[src/rtl/cdb_arbiter_pkg.sv]
// Shared system definitions and CDB completion-request types.
// Provides the `N_WAY / `CDB_BITS machine-width macros once, mirrors them as
// package localparams, and defines the FU completion request payload so that
// functional units and the arbiter agree on one layout.
`ifndef CDB_SYS_DEFS_SVH
`define CDB_SYS_DEFS_SVH
`define N_WAY    2
`define CDB_BITS 6
`endif

package cdb_arbiter_pkg;

    localparam int unsigned N_WAY    = `N_WAY;
    localparam int unsigned CDB_BITS = `CDB_BITS;
    localparam int unsigned NUM_W    = $clog2(N_WAY) + 1;

    typedef logic [CDB_BITS-1:0] cdb_tag_t;

    // One functional unit's completion request (FU_COMPLETE_REQ).
    typedef struct packed {
        logic     valid;
        cdb_tag_t tag;
    } fu_complete_req_t;

endpackage

[src/rtl/cdb_arbiter_rr_picker.sv]
// Combinational multi-grant round-robin selector.
// Ports:
//   req         - per-requester eligible request
//   ptr         - scan start index
//   grant_c     - per-requester grant (at most N_WAY bits set)
//   slot_idx_c  - requester index placed in each broadcast slot, scan order
//   slot_vld_c  - slot carries a grant
//   next_ptr_c  - one past the last granted index (mod N_FU), else ptr
//   any_grant_c - at least one grant issued
module rr_picker
    import cdb_arbiter_pkg::*;
#(
    parameter int unsigned N_FU  = 4,
    parameter int unsigned PTR_W = 2
) (
    input  logic [N_FU-1:0]             req,
    input  logic [PTR_W-1:0]            ptr,
    output logic [N_FU-1:0]             grant_c,
    output logic [N_WAY-1:0][PTR_W-1:0] slot_idx_c,
    output logic [N_WAY-1:0]            slot_vld_c,
    output logic [PTR_W-1:0]            next_ptr_c,
    output logic                        any_grant_c
);

    // Walk N_FU positions from ptr with wrap, filling slots in order.
    always_comb begin
        logic [PTR_W:0]   pos;
        logic [PTR_W-1:0] idx;
        logic [NUM_W-1:0] n;
        grant_c     = '0;
        slot_idx_c  = '0;
        slot_vld_c  = '0;
        next_ptr_c  = ptr;
        any_grant_c = 1'b0;
        n           = '0;
        for (int k = 0; k < int'(N_FU); k++) begin
            pos = {1'b0, ptr} + (PTR_W+1)'(k);
            if (pos >= (PTR_W+1)'(N_FU)) begin
                pos = pos - (PTR_W+1)'(N_FU);
            end
            idx = pos[PTR_W-1:0];
            if (req[idx] && (n < NUM_W'(N_WAY))) begin
                grant_c[idx] = 1'b1;
                for (int s = 0; s < int'(N_WAY); s++) begin
                    if (n == NUM_W'(s)) begin
                        slot_idx_c[s] = idx;
                        slot_vld_c[s] = 1'b1;
                    end
                end
                next_ptr_c  = (pos == (PTR_W+1)'(N_FU - 1)) ? '0 : PTR_W'(pos + 1'b1);
                any_grant_c = 1'b1;
                n           = n + 1'b1;
            end
        end
    end

endmodule

[src/rtl/cdb_arbiter.sv]
// Common data bus arbiter: selects up to N_WAY completing functional units per
// cycle in round-robin order and broadcasts their tags one cycle later.
// Ports:
//   clock, reset  - clock and synchronous active-low reset
//   fu_valid/tag  - per-FU completion request (tag 0 is never granted)
//   squash        - flush: no grants, broadcast register cleared
//   fu_ready      - combinational per-FU grant
//   cdb_tag       - registered broadcast tags, 0 marks an empty slot
//   cdb_num       - registered number of filled slots
//   conflict_cnt  - saturating count of cycles with more than N_WAY eligible
module cdb_arbiter
    import cdb_arbiter_pkg::*;
#(
    parameter int unsigned N_FU  = 4,
    parameter int unsigned CNT_W = 16
) (
    input  logic                            clock,
    input  logic                            reset,
    input  logic [N_FU-1:0]                 fu_valid,
    input  logic [N_FU-1:0][CDB_BITS-1:0]   fu_tag,
    input  logic                            squash,
    output logic [N_FU-1:0]                 fu_ready,
    output logic [N_WAY-1:0][CDB_BITS-1:0]  cdb_tag,
    output logic [NUM_W-1:0]                cdb_num,
    output logic [CNT_W-1:0]                conflict_cnt
);

    localparam int unsigned PTR_W  = (N_FU > 1) ? $clog2(N_FU) : 1;
    localparam int unsigned ECNT_W = $clog2(N_FU + 1);

    fu_complete_req_t [N_FU-1:0]     req;
    logic [N_FU-1:0]                 elig;
    logic [ECNT_W-1:0]               elig_cnt;
    logic                            arb_en;
    logic [N_FU-1:0]                 grant;
    logic [N_WAY-1:0][PTR_W-1:0]     slot_idx;
    logic [N_WAY-1:0]                slot_vld;
    logic [PTR_W-1:0]                next_ptr;
    logic                            any_grant;

    logic [N_WAY-1:0][CDB_BITS-1:0]  cdb_tag_d, cdb_tag_q;
    logic [NUM_W-1:0]                cdb_num_d, cdb_num_q;
    logic [PTR_W-1:0]                rr_ptr_d, rr_ptr_q;
    logic [CNT_W-1:0]                conflict_cnt_d, conflict_cnt_q;

    // Eligibility: valid with a non-zero tag.
    always_comb begin
        elig_cnt = '0;
        for (int i = 0; i < int'(N_FU); i++) begin
            req[i]   = '{valid: fu_valid[i], tag: fu_tag[i]};
            elig[i]  = req[i].valid && (req[i].tag != '0);
            elig_cnt = elig_cnt + ECNT_W'(elig[i]);
        end
    end

    // Reset and squash both suppress arbitration entirely.
    assign arb_en = reset && !squash;

    rr_picker #(
        .N_FU  (N_FU),
        .PTR_W (PTR_W)
    ) u_picker (
        .req         (elig & {N_FU{arb_en}}),
        .ptr         (rr_ptr_q),
        .grant_c     (grant),
        .slot_idx_c  (slot_idx),
        .slot_vld_c  (slot_vld),
        .next_ptr_c  (next_ptr),
        .any_grant_c (any_grant)
    );

    assign fu_ready = grant;

    // Next-state: broadcast slots, slot count, pointer, conflict counter.
    always_comb begin
        cdb_tag_d      = '0;
        cdb_num_d      = '0;
        rr_ptr_d       = rr_ptr_q;
        conflict_cnt_d = conflict_cnt_q;
        for (int s = 0; s < int'(N_WAY); s++) begin
            if (slot_vld[s]) begin
                cdb_tag_d[s] = fu_tag[slot_idx[s]];
                cdb_num_d    = cdb_num_d + 1'b1;
            end
        end
        if (any_grant) begin
            rr_ptr_d = next_ptr;
        end
        if (arb_en && (elig_cnt > ECNT_W'(N_WAY)) && (conflict_cnt_q != '1)) begin
            conflict_cnt_d = conflict_cnt_q + 1'b1;
        end
    end

    always_ff @(posedge clock) begin
        if (!reset) begin
            cdb_tag_q      <= '0;
            cdb_num_q      <= '0;
            rr_ptr_q       <= '0;
            conflict_cnt_q <= '0;
        end else begin
            cdb_tag_q      <= cdb_tag_d;
            cdb_num_q      <= cdb_num_d;
            rr_ptr_q       <= rr_ptr_d;
            conflict_cnt_q <= conflict_cnt_d;
        end
    end

    assign cdb_tag      = cdb_tag_q;
    assign cdb_num      = cdb_num_q;
    assign conflict_cnt = conflict_cnt_q;

endmodule

[config.mk]
export PLATFORM = sky130hd
export DESIGN_NAME = cdb_arbiter
export DESIGN_NICKNAME = d
export VERILOG_FILES = /design/src/rtl/cdb_arbiter_pkg.sv /design/src/rtl/cdb_arbiter_rr_picker.sv /design/src/rtl/cdb_arbiter.sv
export SDC_FILE = /design/constraint.sdc
export NUM_CORES = 1
export LEC_CHECK = 0
export BUFFER_PORTS_ARGS = -buffer_cell sky130_fd_sc_hd__buf_4
export CAP_MARGIN = 20
export CORE_UTILIZATION = 58
export DETAILED_ROUTE_END_ITERATION = 8
export MAX_ROUTING_LAYER = met4
export PLACE_DENSITY = 0.93
export SKIP_CTS_REPAIR_TIMING = 1
export SLEW_MARGIN = 30
export SYNTH_ARGS = -nofsm -noshare
export SYNTH_HDL_FRONTEND = slang
export SYNTH_SLANG_ARGS = --single-unit
[constraint.sdc]
create_clock -name clock -period 5.9 [get_ports clock]
set_clock_uncertainty 0.15 [all_clocks]
set_input_delay 0 -clock clock [delete_from_list [all_inputs] [get_ports clock]]
set_output_delay 0 -clock clock [all_outputs]
set_load 0.02 [all_outputs]
## Word level (Yosys, flattened, before mapping)

Cells that the tools add are included.

| storage, ports and cells | value |
|---|---|
| flip-flop bits (word level) | 32 |
| input bits | 31 |
| output and inout bits | 34 |
| logic and storage cells | 143 |

| operators by class | value |
|---|---|
| $add $sub $neg | 18 |
| $lt $le $gt $ge | 18 |
| eq/ne operators | 8 |
| muxes and demuxes | 64 |
| bitwise gates (word level) | 4 |
| reductions and logical operators | 26 |

Operators by type and width:

| kind | count |
|---|---|
| 2-to-1 mux 2 bit | 21 |
| 2-to-1 mux 4 bit | 7 |
| binary-select mux 6 bit (select 2 bit) | 2 |
| nonzero test 6 bit | 4 |
| 2-to-1 mux 1 bit | 20 |
| less-than comparator 2 x 3 -> 1 bit (second input constant) | 6 |
| adder 16 x 1 -> 16 bit (second input constant) | 1 |
| != test 16 bit (second input constant) | 1 |
| logical AND 1 bit | 14 |
| adder 2 x 1 -> 2 bit (second input constant) | 6 |
| equality test 3 x 2 -> 1 bit (second input constant) | 4 |
| 2-to-1 mux 3 bit | 4 |
| 2-to-1 mux 6 bit | 2 |
| OR 4 bit | 3 |
| greater-or-equal comparator 3 bit (second input constant) | 3 |
| subtractor 3 bit (second input constant) | 3 |
| binary-select mux 1 bit (select 2 bit) | 4 |
| demux 1 bit (select 2 bit) | 4 |
| greater-or-equal comparator 2 x 1 -> 1 bit (second input constant) | 4 |
| adder 2 x 2 -> 3 bit (second input constant) | 2 |
| logical NOT 2 bit | 3 |
| AND reduction 2 bit | 3 |
| AND 4 bit | 1 |
| equality test 2 x 1 -> 1 bit (second input constant) | 2 |
| other kinds (13) | 14 |

## Logic depth before layout (Yosys ltp)

| logic depth | value |
|---|---|
| word-level depth | 18 |
| mapped depth | 14 |
| gate-level depth less buffers | 13 |

## Modules after synthesis

From an unflattened synthesis, not the netlist that was laid out.

| second synthesis, totals | value |
|---|---|
| cell total of the unflattened synthesis | 289 |
| area, all modules | 2692.6 sq um |

By module, submodules not included:

| module | instances | cells each | area an instance (sq um) | sequential area each (sq um) |
|---|---|---|---|---|
| cdb_arbiter | 1 | 171 | 1776.7 | 640.6 |
| rr_picker | 1 | 118 | 915.9 | 0.0 |

## Worst setup path after synthesis

OpenSTA, ideal clock, no wires.

| timing | value |
|---|---|
| path kind | input to register |
| start | input port fu_tag[18] (netlist name) |
| end | register conflict_cnt_q[15] (netlist: conflict_cnt[15]) |
| setup time | 0.070 ns |
| data arrival time | 3.261 ns |
| required time | 5.680 ns |
| path slack | 2.420 ns |
| stages on the path | 13 |
| buffers on the path | 1 |
| cells stage by stage | or4_1 -> o21ai_0 -> inv_1 -> fa_1 -> ha_1 -> ha_1 -> nor3b_1 -> nor3_1 -> o41a_1 -> clkbuf_1 -> nand4_1 -> or3_1 -> a21oi_1 |

| between the ends | value |
|---|---|
| word-level cells in the longest chain between the ends | 6 |

RTL lines:

| element | line | text |
|---|---|---|
| start: declaration | cdb_arbiter.sv:20 | `input logic [N_FU-1:0][CDB_BITS-1:0] fu_tag,` |
| nonzero test 6 bit | cdb_arbiter.sv:51 | `elig[i] = req[i].valid && (req[i].tag != '0);` |
| logical AND 1 bit | cdb_arbiter.sv:51 |  |
| adder 3 x 1 -> 3 bit | cdb_arbiter.sv:52 | `elig_cnt = elig_cnt + ECNT_W'(elig[i]);` |
| greater-than comparator 3 x 2 -> 1 bit | cdb_arbiter.sv:89 | `if (arb_en && (elig_cnt > ECNT_W'(N_WAY)) && (conflict_cnt_q != '1)) begin` |
| logical AND 1 bit (2 in series) | cdb_arbiter.sv:89 |  |
| end signal: assignment | cdb_arbiter.sv:104 | `conflict_cnt_q <= conflict_cnt_d;` |
| end: declaration | cdb_arbiter.sv:44 | `logic [CNT_W-1:0] conflict_cnt_d, conflict_cnt_q;` |

No other way between the ends.
A chain may end at the register's enable or synchronous reset.

## Worst setup path in the final report

| timing | value |
|---|---|
| start | register rr_ptr_q[1] |
| end | register cdb_tag_q, in the netlist cdb_tag[1] |

| between the ends | value |
|---|---|
| word-level cells in the longest chain between the ends | 16 |
| elaborated cells on any way between the ends | 54 |
| those cells by class | add/sub (9); order compare (7); mux (31); reduce/logical (7) |

RTL lines:

| element | line | text |
|---|---|---|
| start: declaration | cdb_arbiter.sv:43 | `logic [PTR_W-1:0] rr_ptr_d, rr_ptr_q;` |
| start signal: assignment | cdb_arbiter.sv:103 | `rr_ptr_q <= rr_ptr_d;` |
| subtractor 2 x 3 -> 3 bit or greater-or-equal comparator 2 x 3 -> 1 bit (tied branches) | cdb_arbiter_rr_picker.sv:39, cdb_arbiter_rr_picker.sv:38 |  |
| 2-to-1 mux 3 bit | cdb_arbiter_rr_picker.sv:38 | `if (pos >= (PTR_W+1)'(N_FU)) begin` |
| binary-select mux 1 bit (select 2 bit) | cdb_arbiter_rr_picker.sv:42 | `if (req[idx] && (n < NUM_W'(N_WAY))) begin` |
| 2-to-1 mux 1 bit (implied by the code) | cdb_arbiter_rr_picker.sv:42 |  |
| 2-to-1 mux 1 bit | cdb_arbiter_rr_picker.sv:42 |  |
| less-than comparator 1 x 2 -> 1 bit | cdb_arbiter_rr_picker.sv:42 |  |
| logical AND 1 bit | cdb_arbiter_rr_picker.sv:42 |  |
| 2-to-1 mux 2 bit | cdb_arbiter_rr_picker.sv:42 |  |
| less-than comparator 2 bit | cdb_arbiter_rr_picker.sv:42 |  |
| logical AND 1 bit | cdb_arbiter_rr_picker.sv:42 |  |
| 2-to-1 mux 2 bit | cdb_arbiter_rr_picker.sv:42 |  |
| less-than comparator 2 bit or logical NOT 2 bit (tied branches) | cdb_arbiter_rr_picker.sv:42, cdb_arbiter_rr_picker.sv:45 |  |
| logical AND 1 bit or 2-to-1 mux 2 bit (tied branches) | cdb_arbiter_rr_picker.sv:42, cdb_arbiter_rr_picker.sv:45 |  |
| 2-to-1 mux 4 bit | cdb_arbiter_rr_picker.sv:42 |  |
| binary-select mux 6 bit (select 2 bit) | cdb_arbiter.sv:82 | `cdb_tag_d[s] = fu_tag[slot_idx[s]];` |
| 2-to-1 mux 6 bit (implied by the code) | cdb_arbiter.sv:82 |  |
| end signal: assignment | cdb_arbiter.sv:101 | `cdb_tag_q <= cdb_tag_d;` |
| end: declaration | cdb_arbiter.sv:41 | `logic [N_WAY-1:0][CDB_BITS-1:0] cdb_tag_d, cdb_tag_q;` |

Parallel ways exist; a longest one is shown, timed or not. The select of a mux whose other input is x is not followed.

==> flow_summary.toml <==
[critical_path]
max_stage_delay_ps = 790
critPathSlowestCell = "dfxtp_1"
crit_family = "buffers and inverters"
path_class = "reg2reg"
cp.arrival_ps = 4570
cp-start-kind = "flip-flop"
end_kind = "flip-flop"
r2r-start = "rr_ptr_q[1]"
worstRegToRegCells = 12
r2r-end = "cdb_tag[1]"
cp_common_cell = "nor2_1"
rrSetupSlack_ps = 1360
cp_max_fo = 19
path_cells = "inv_1, ha_1, nor2_1, o21a_1, nor2_1, o21ai_1, buf_4, mux2i_1, dlygate4sd3_1, nor2_1, mux2_1, dlygate4sd3_1"
crit_buf_inv = 4
cp.required_ps = 5930

[hold_path]
hold_end = "cdb_tag[4]"
hp-start = "fu_tag[16]"
hp-class = "in2reg"
min_delay_path_depth = 4

[cts]
worstSkewPairLatency_ps = 290
path_clk_slew_ps = 80
htree_levels = 2
ctsRootBufferMaster = "clkbuf_8"
cts_tree = "built"
cts_made_buffers = 5
clock_sinks = 32
cts_buffer_depth = 2

[global_routing]
grtUsageTotal_pct = 33.0
overflow = 0
grt_pass1_vias = 2401
antenna_found_initial = 0
grt_pass1_wl_mm = 11.1
grt_max_degree = 20

[outcome]
status = "finished, violations left"
violations = "hold timing"

[routing]
first_pass_iters = 5
wl_per_cell_um = 18.1
vias_per_cell = 6.63
vias = 2779
drt-total-wl_mm = 7.58
drc = 0
postRouteAntennaNets = 0
dr.first_iter.drc_count = 290

[timing]
fmax_ghz = 0.220
slew_headroom_pct = 51.5
fin_tns_setup_ps = 0
slew_violations = 0
layout_worst_path_cycle_share_pct = 77.0
final-hold-violation-count = 3
setup_viol = 0
tightest_slew_ps = 726
hold_ws_ps = -42.2
period_minus_slack_ps = 4540
rsz0062_at_grt = "false"

[logic_synthesis]
synth_compound_area_share_pct = 22.3
ys.warnings.count = 0
synth_area_leaders = "dfxtp_1 26%, mux2i_1 6.4%, mux4_2 5.4%, ha_1 5.0%, nor2_1 4.5%"
synth_top_area_share_pct = 25.8
yosys.area_share.simple_pct = 21.7
synthAdderAreaFrac_pct = 6.24
synth_largest_area_cell = "dfxtp_1"
synthDistinctLibCells = 59
avgSynthCellArea_um2 = 8.45
synthTopCellsByCount = "32 x dfxtp_1, 30 x nor2_1, 26 x nand2_1"
synth_xor_area_share_pct = 4.23
synth-edff-count = 0
ys_ff_latch = 32
synth_top_family_by_area = "compound AO/OA/AOI/OAI gates"
ys_seq_area_share_pct = 25.8
synthesis.nets = 336
synthMuxAreaShare_pct = 15.5
ys.flop_type = "dfxtp_1"
syn_area_mm2 = 0.00248
synth_most_common_cell = "dfxtp_1"
syn_inst = 294
synthArstFlopShare_pct = 0

[cells_and_area]
final_nets = 410
stdcell_count = 419
area_growth_pct = 30.5
fillers = 255
final-seq-area_um2 = 641
antennaDiodeCount = 0
multi_input_area_mm2 = 0.00174
post-route-util_pct = 79.9
drive_above_1_share_pct = 26.0

[floorplanning]
dieArea_mm2 = 0.00455
placeableCoreArea_mm2 = 0.00406
io_pins = 65
initial_utilization_pct = 61.2
rows = 23
die_w_um = 67.5
die_h_um = 67.5

[power_and_ir_drop]
total_power_uw = 905
p_per_area_mw_per_mm2 = 279
vdd_drop_max_v = 0.000154
leakage_uw = 0.00149

[placed_design]
hpwl_mm = 4.97
place_congestion = 0.931
dp.cells = 398
numPortBuffers = 64

[flow_run]
maxCapViolCount = 0
## how the worst max path moves through the flow
stage	to	slack (ps)	depth (start not counted)	from
5_1_grt	conflict_cnt[15]	1120	14	fu_tag[19]
6_report	cdb_tag[1]	1360	12	rr_ptr_q[1]
3_3_place_gp	conflict_cnt[15]	2050	13	fu_tag[18]
3_5_place_dp	conflict_cnt[15]	1870	13	fu_tag[18]
2_1_floorplan	conflict_cnt[15]	2420	13	fu_tag[18]
4_1_cts	cdb_tag[7]	1930	9	rr_ptr_q[1]
## area by class of cell
type,instances,area share [%]
Timing Repair Buffer,78,19.1
Multi-Input combinational cell,237,53.7
Clock inverter,1,0.926
Clock buffer,7,2.97
Inverter,14,1.62
Tap cell,50,1.93
Sequential cell,32,19.8
## power breakdown
group	total, µW	switching (µW)	internal, µW	leakage (µW)
Combinational	422	242	180	0.00117
Sequential	250	18.5	231	0.000260
Clock	234	84.8	149	0.0000645
Total	905	345	560	0.00149
## registers in the layout (all words and copies together), names as in the netlist
| register | flops |
|---|---|
| rr_ptr_q | 2 |
| cdb_num | 2 |
| cdb_tag | 12 |
| conflict_cnt | 16 |
## layout by cell type, fill, tap and decap left out, drive strengths merged, types with 5 or more instances in the layout
master / n
a211oi: 5
a21oi: 12
and2: 10
buf: 65
clkbuf: 7
dfxtp: 32
dlygate4sd3: 13
ha: 10
inv: 14
mux2: 8
mux2i: 16
mux4: 6
nand2: 26
nand3: 7
nor2: 31
nor3: 9
o211a: 5
o21ai: 20
or3: 6
xnor2: 5
xor2: 7
## cell families after synthesis
family                   after synthesis
AO/OA/AOI/OAI                         75
XOR/XNOR                              12
adder cells (fa/ha/maj)               12
buffers and inverters                 25
flip-flops                            32
multiplexers                          30
AND/OR/NAND/NOR                      108
## routing by layer
| layer | up-vias | global-route usage [%] | part of all wire, % |
|---|---|---|---|
| met2 | 215 | 53.6 | 48 |
| met4 | 0 | 12.5 | 2.8 |
| met1 | 1286 | 40.7 | 39 |
| met3 | 33 | 5.74 | 9.8 |
| met5 | - | - | 0 |
| li1 | 1245 | - | - |
## worst min-delay path, cell delays in order
cell	delay, ps
buf_4	100
mux2i_1	60
nor2_1	80
mux2_1	120
## stage by stage
stage               worst slack [ps]  cell area, µm²
CTS                             1930            3110
global placement                2050            2980
detailed placement              1870            2980
finish                          1360            3240
floorplan                       2420            2480
global route                    1120            3240
(Power assumes the default switching activity.)
